===== config.mk =====
export PLATFORM = sky130hd
export DESIGN_NAME = div_seq
export DESIGN_NICKNAME = d
export VERILOG_FILES = /design/src/rtl/div_seq_pkg.sv /design/src/rtl/div_step.sv /design/src/rtl/div_seq.sv
export SDC_FILE = /design/constraint.sdc
export NUM_CORES = 1
export LEC_CHECK = 0
export ABC_CLOCK_PERIOD_IN_PS = 4960
export CAP_MARGIN = 10
export CORE_UTILIZATION = 39
export DETAILED_ROUTE_END_ITERATION = 10
export GPL_TIMING_DRIVEN = 0
export PLACE_DENSITY_LB_ADDON = 0.15
export SLEW_MARGIN = 40
export SYNTH_ARGS = -nofsm -noshare
export SYNTH_HDL_FRONTEND = slang
export SYNTH_SLANG_ARGS = --single-unit

===== constraint.sdc =====
create_clock -name clk -period 4.96 [get_ports clk]
set_input_delay 1.488 -clock clk [delete_from_list [all_inputs] [get_ports clk]]
set_output_delay 1.488 -clock clk [all_outputs]
set_load 0.02 [all_outputs]

===== src/rtl/div_seq_pkg.sv =====
//==============================================================================
// Module      : div_seq_pkg
// Description : Shared types and constants for the divide sequencer.
// Revision    : 1.0 - initial release
//==============================================================================
`default_nettype none

package div_seq_pkg;

    localparam int unsigned c_DIV_DATA_W = 32;
    localparam int unsigned c_DIV_CNT_W  = 6;

    // DivFree / DivByZero / DivOn / DivEnd
    typedef enum logic [1:0] {
        S_IDLE  = 2'd0,
        S_DZERO = 2'd1,
        S_BUSY  = 2'd2,
        S_DONE  = 2'd3
    } div_state_t;

endpackage

`default_nettype wire


===== src/rtl/div_step.sv =====
//==============================================================================
// Module      : div_step
// Description : One combinational restoring-division iteration (shift, compare,
//               conditional subtract) on a {remainder, quotient} pair.
// Revision    : 1.0 - initial release
//==============================================================================
`default_nettype none

module div_step #(
    parameter int DATA_W = 32
) (
    input  logic [DATA_W-1:0] rem_i,
    input  logic [DATA_W-1:0] quo_i,
    input  logic [DATA_W-1:0] divisor_i,
    output logic [DATA_W-1:0] rem_o,
    output logic [DATA_W-1:0] quo_o
);

    logic [DATA_W:0]   w_shift;
    logic [DATA_W-1:0] w_diff;
    logic              w_ge;

    // The remainder stays below the divisor, so the difference always fits in
    // DATA_W bits even though the shifted value needs one more.
    assign w_shift = {rem_i, quo_i[DATA_W-1]};
    assign w_ge    = (w_shift >= {1'b0, divisor_i});
    assign w_diff  = w_shift[DATA_W-1:0] - divisor_i;

    assign rem_o = w_ge ? w_diff : w_shift[DATA_W-1:0];
    assign quo_o = {quo_i[DATA_W-2:0], w_ge};

endmodule

`default_nettype wire


===== src/rtl/div_seq.sv =====
//==============================================================================
// Module      : div_seq
// Description : Multi-cycle radix-2 restoring divide sequencer for div/divu,
//               returning {remainder, quotient} and stalling EX while busy.
// Revision    : 1.0 - initial release
//==============================================================================
`default_nettype none

module div_seq
    import div_seq_pkg::*;
#(
    parameter int DATA_W = c_DIV_DATA_W,
    parameter int CNT_W  = c_DIV_CNT_W
) (
    input  logic                clk,
    input  logic                rst,
    input  logic                start_i,
    input  logic                signed_i,
    input  logic [DATA_W-1:0]   opdata1_i,
    input  logic [DATA_W-1:0]   opdata2_i,
    input  logic                annul_i,
    output logic [2*DATA_W-1:0] result_o,
    output logic                ready_o,
    output logic                stallreq_o,
    output logic                div_zero_o
);

    div_state_t          r_state;
    div_state_t          w_state_nxt;
    logic [CNT_W-1:0]    r_cnt;
    logic [DATA_W-1:0]   r_divisor;
    logic [DATA_W-1:0]   r_rem;
    logic [DATA_W-1:0]   r_quo;
    logic                r_neg_q;
    logic                r_neg_r;
    logic [2*DATA_W-1:0] r_result;
    logic                r_div_zero;

    logic [DATA_W-1:0]   w_rem_nxt;
    logic [DATA_W-1:0]   w_quo_nxt;
    logic [DATA_W-1:0]   w_op1_abs;
    logic [DATA_W-1:0]   w_op2_abs;
    logic [DATA_W-1:0]   w_rem_fix;
    logic [DATA_W-1:0]   w_quo_fix;
    logic                w_accept;
    logic                w_zero_div;
    logic                w_last;

    assign w_accept   = start_i & ~annul_i;
    assign w_zero_div = (opdata2_i == '0);
    assign w_last     = (r_cnt == CNT_W'(DATA_W - 1));

    // Magnitude of 0x80000000 is itself when read as unsigned, so no special case.
    assign w_op1_abs = (signed_i & opdata1_i[DATA_W-1]) ? -opdata1_i : opdata1_i;
    assign w_op2_abs = (signed_i & opdata2_i[DATA_W-1]) ? -opdata2_i : opdata2_i;

    div_step #(
        .DATA_W    (DATA_W)
    ) u_div_step (
        .rem_i     (r_rem),
        .quo_i     (r_quo),
        .divisor_i (r_divisor),
        .rem_o     (w_rem_nxt),
        .quo_o     (w_quo_nxt)
    );

    assign w_quo_fix = r_neg_q ? -w_quo_nxt : w_quo_nxt;
    assign w_rem_fix = r_neg_r ? -w_rem_nxt : w_rem_nxt;

    always_ff @(posedge clk) begin
        if (rst) begin
            r_state <= S_IDLE;
        end else begin
            r_state <= w_state_nxt;
        end
    end

    always_comb begin
        w_state_nxt = r_state;
        stallreq_o  = 1'b0;
        ready_o     = 1'b0;
        case (r_state)
            S_IDLE: begin
                if (w_accept) begin
                    stallreq_o  = 1'b1;
                    w_state_nxt = w_zero_div ? S_DZERO : S_BUSY;
                end
            end
            S_DZERO: begin
                stallreq_o  = 1'b1;
                w_state_nxt = annul_i ? S_IDLE : S_DONE;
            end
            S_BUSY: begin
                stallreq_o = 1'b1;
                if (annul_i) begin
                    w_state_nxt = S_IDLE;
                end else if (w_last) begin
                    w_state_nxt = S_DONE;
                end
            end
            S_DONE: begin
                ready_o = 1'b1;
                // Holding start_i keeps the result presented; no restart until it drops.
                if (annul_i || !start_i) begin
                    w_state_nxt = S_IDLE;
                end
            end
            default: w_state_nxt = S_IDLE;
        endcase
    end

    always_ff @(posedge clk) begin
        if (rst) begin
            r_cnt      <= '0;
            r_divisor  <= '0;
            r_rem      <= '0;
            r_quo      <= '0;
            r_neg_q    <= 1'b0;
            r_neg_r    <= 1'b0;
            r_result   <= '0;
            r_div_zero <= 1'b0;
        end else begin
            case (r_state)
                S_IDLE: begin
                    if (w_accept && !w_zero_div) begin
                        r_divisor <= w_op2_abs;
                        r_quo     <= w_op1_abs;
                        r_rem     <= '0;
                        r_cnt     <= '0;
                        r_neg_q   <= signed_i & (opdata1_i[DATA_W-1] ^ opdata2_i[DATA_W-1]);
                        r_neg_r   <= signed_i & opdata1_i[DATA_W-1];
                    end
                end
                S_BUSY: begin
                    if (!annul_i) begin
                        r_rem <= w_rem_nxt;
                        r_quo <= w_quo_nxt;
                        r_cnt <= r_cnt + CNT_W'(1);
                        if (w_last) begin
                            r_result   <= {w_rem_fix, w_quo_fix};
                            r_div_zero <= 1'b0;
                        end
                    end
                end
                S_DZERO: begin
                    if (!annul_i) begin
                        r_result   <= '0;
                        r_div_zero <= 1'b1;
                    end
                end
                default: ;
            endcase
        end
    end

    assign result_o   = r_result;
    assign div_zero_o = r_div_zero;

endmodule

`default_nettype wire


==> flow_summary.toml <==
[status]
outcome = "completed"

[floorplan]
design.die.area_um2 = 30700
fp.dieW_um = 175
die_h_um = 175
ioPinCount = 136
start_util_pct = 39.6
rows = 63
coreArea_um2 = 29600

[placed_design]
numPortBuffers = 134
dp_hpwl_um = 33400
globalplace.congestion = 0.960

[synthesis]
synth_ff_type = "dfxtp_1"
ys_ff_latch = 171
synth_area_um2 = 11700
synth_warnings = 0
synth-edff-count = 0
syn-instance-count = 1588
synthArstFlopShare_pct = 0
ys_seq_area_share_pct = 29.3
synthDistinctLibCells = 74
syn_nets = 1699
synth_area_per_cell_um2 = 7.37

[cells_and_area]
final_cell_mix = "nand2_1 (247), nor2_1 (168), dfxtp_1 (157)"
finalNetCount = 1859
syn_to_final_growth_pct = 25.8
drive_gt1_share_pct = 9.20
n_fill_cell = 2968
diodes = 0
multi_input_area_um2 = 7990
seq_area_um2 = 3450
layout_commonest_cell = "nand2_1"

[clocking]
cts_tree = "built"
clockBufferDepth = 2
clkSlewWorstSetupHoldPaths_ns = 0.08
cts_htree_levels = 4
hold_buffers = 0
cts-root-buf = "clkbuf_16"
cts.sinks = 171
cts_buffers = 17
clkLatencyLatePin_ns = 0.45

[global_routing]
grt_overflow = 0
grt_pass1_vias = 11529
grt_max_degree = 22
antenna_found_initial = 0
grt_pass1_wl_um = 65600
gr-usage-all-layers_pct = 27.5

[timing]
rsz0062_at_grt = "no"
max_freq_ghz = 0.206
skew_ns = 0.0245
setup_viol = 0
holdWs_ns = 0.451
drv_slew = 0
finalCritPeriodShare_pct = 97.7
hold_viol = 0
fin_crit_ns = 4.84
worst_slew_pin_slew_ns = 0.928
slew_headroom_pct = 37.6

[worst_hold_path]
min-delay-start = "result_o[58]"
min_path_type = "flop to flop"

[pwr]
switchingPower_mw = 3.12
clkPwrFrac_pct = 21.5
powerDensity_nw_per_um2 = 445
power.total_mw = 6.55
switching_share_pct = 47.6
ir_drop_mv = 0.256
p_comb_share_pct = 53.4
p_leak_nw = 5.46
seq_power_share_pct = 25.2
p_int_mw = 3.44

[drt]
ant_nets = 0
first_iter_violations = 1094
wl_per_cell_um = 19.6
via_count = 12425
drt-vias-per-instance = 5.78
drc = 0
drt-total-wl_um = 42200
drtPass1Iterations = 6

[setup_path]
critPathMaxFanout = 10
slowest_delay_ns = 0.59
r2r-start = "r_rem[3]"
crit_top_cell = "or4_4"
setup.worst_path.class = "primary input to flop"
critPathSlowestCell = "or4_4"
r2r_slack_ns = 0.25
cp.required_ns = 5.27
critical_path.cell_chain = "clkdlybuf4s50_1, or4_4, nor4_4, and3_4, nand2_1, or4_4, or4_4, a31oi_1, nor2_1, buf_2, nand2_1, a2bb2oi_1, nor2_1"
worst_ep_arrival_time_ns = 5.16
start_kind = "primary input"
critPathLaunch = "opdata2_i[8]"
end_kind = "flop"

[job]
drv_cap = 0
-- metal layers --
| layer | up-vias | global-route usage [%] | routed length [um] |
|---|---|---|---|
| li1 | 6016 | - | - |
| met1 | 5836 | 40.0 | 20300 |
| met2 | 492 | 41.4 | 18100 |
| met3 | 81 | 4.03 | 2800 |
| met4 | 0 | 8.33 | 1080 |
| met5 | - | 0 | 0 |
-- sequential cells by signal, indices dropped and copies added (netlist names) --
signal and cells:
r_state 2, r_rem 32, div_zero_o 1, r_neg_q 1, r_cnt 6, r_divisor 32
result_o 64, r_neg_r 1, r_quo 32
-- power groups by stage --
stage / logic, mW / registers [mW] / clock network, mW
6_report: 3.50 / 1.65 / 1.41
5_1_grt: 3.78 / 1.66 / 1.47
4_1_cts: 3.37 / 1.64 / 1.42
3_5_place_dp: 3.14 / 1.67 / 0
3_3_place_gp: 3.12 / 1.67 / 0
2_1_floorplan: 2.13 / 1.65 / 0
-- synthesized netlist by cell type (5+ instances only) --
cell type / instances / share of area (%)
a211oi_1: 47 / 3.0
a21o_1: 15 / 0.96
a21oi_1: 130 / 5.6
a22oi_1: 52 / 3.3
a31oi_1: 6 / 0.32
and2_1: 11 / 0.59
and3_1: 7 / 0.37
buf_1: 7 / 0.22
buf_2: 17 / 0.73
buf_6: 7 / 0.67
clkbuf_1: 68 / 2.2
dfxtp_1: 171 / 29
ha_1: 41 / 4.4
inv_1: 51 / 1.6
nand2_1: 251 / 8.1
nand3_1: 42 / 1.8
nand4_1: 14 / 0.75
nor2_1: 170 / 5.5
nor2b_1: 7 / 0.37
nor3_1: 21 / 0.90
nor4_1: 16 / 0.86
o211ai_1: 29 / 1.9
o21a_1: 5 / 0.32
o21ai_0: 89 / 3.8
o21ai_1: 6 / 0.26
o31ai_1: 24 / 1.5
o41ai_1: 16 / 1.2
or3_1: 23 / 1.2
or4_1: 15 / 0.96
xnor2_1: 80 / 6.0
xor2_1: 58 / 4.3
-- critical path, delay by kind of cell --
| family | cells | cell delay (ns) |
|---|---|---|
| compound gates | 2 | 0.39 |
| buf+inv | 2 | 0.72 |
| simple gates | 9 | 2.55 |
-- cell type report --
class / count / area share [%]
plain buffers: 88 / 3.31
clock buffers: 17 / 2.89
clock inverters: 15 / 1.38
inverters: 52 / 1.33
multi-input cells: 1264 / 54.2
flip-flops and latches: 171 / 23.4
well taps: 390 / 3.31
repair buffers: 154 / 10.1
-- metrics by stage --
stage / setup WS, ns / cells / cell area [um2] / utilization, % / TNS [ns]
2_1_floorplan: 0.00863 / 1588 / 11700 / - / 0
3_3_place_gp: -1.69 / 2112 / 13500 / 45.8 / -44.74
3_5_place_dp: -1.63 / 2112 / 13500 / 45.8 / -45.46
4_1_cts: 0.0134 / 2144 / 14600 / 49.3 / 0
5_1_grt: 0.00150 / 2151 / 14700 / 49.8 / 0
6_report: 0.115 / 2151 / 14700 / 49.8 / 0
-- cell families after synthesis --
group,count (synthesis),share of synthesized area [%]
compound gates,473,26.4
xor+xnor,138,10.3
fa+ha+maj,42,4.56
buf+inv,153,5.60
flops,171,29.3
mux,6,0.535
simple gates,605,23.3
-- final timing paths --
check                               endpoint  cells after the start
worst max-delay path               r_rem[30]                     13
worst min-delay path            result_o[58]                      2
worst max register to register  result_o[16]                     17
worst min register to register  result_o[58]                      2
-- repair_timing --
action / in CTS / in global routing
setup buffers: 11 / 9
endpoints found under the setup margin: 25 / 71
pin swaps: 15 / 17
resized for setup: 84 / 32
No activity file was read; power rests on OpenSTA's default activity.
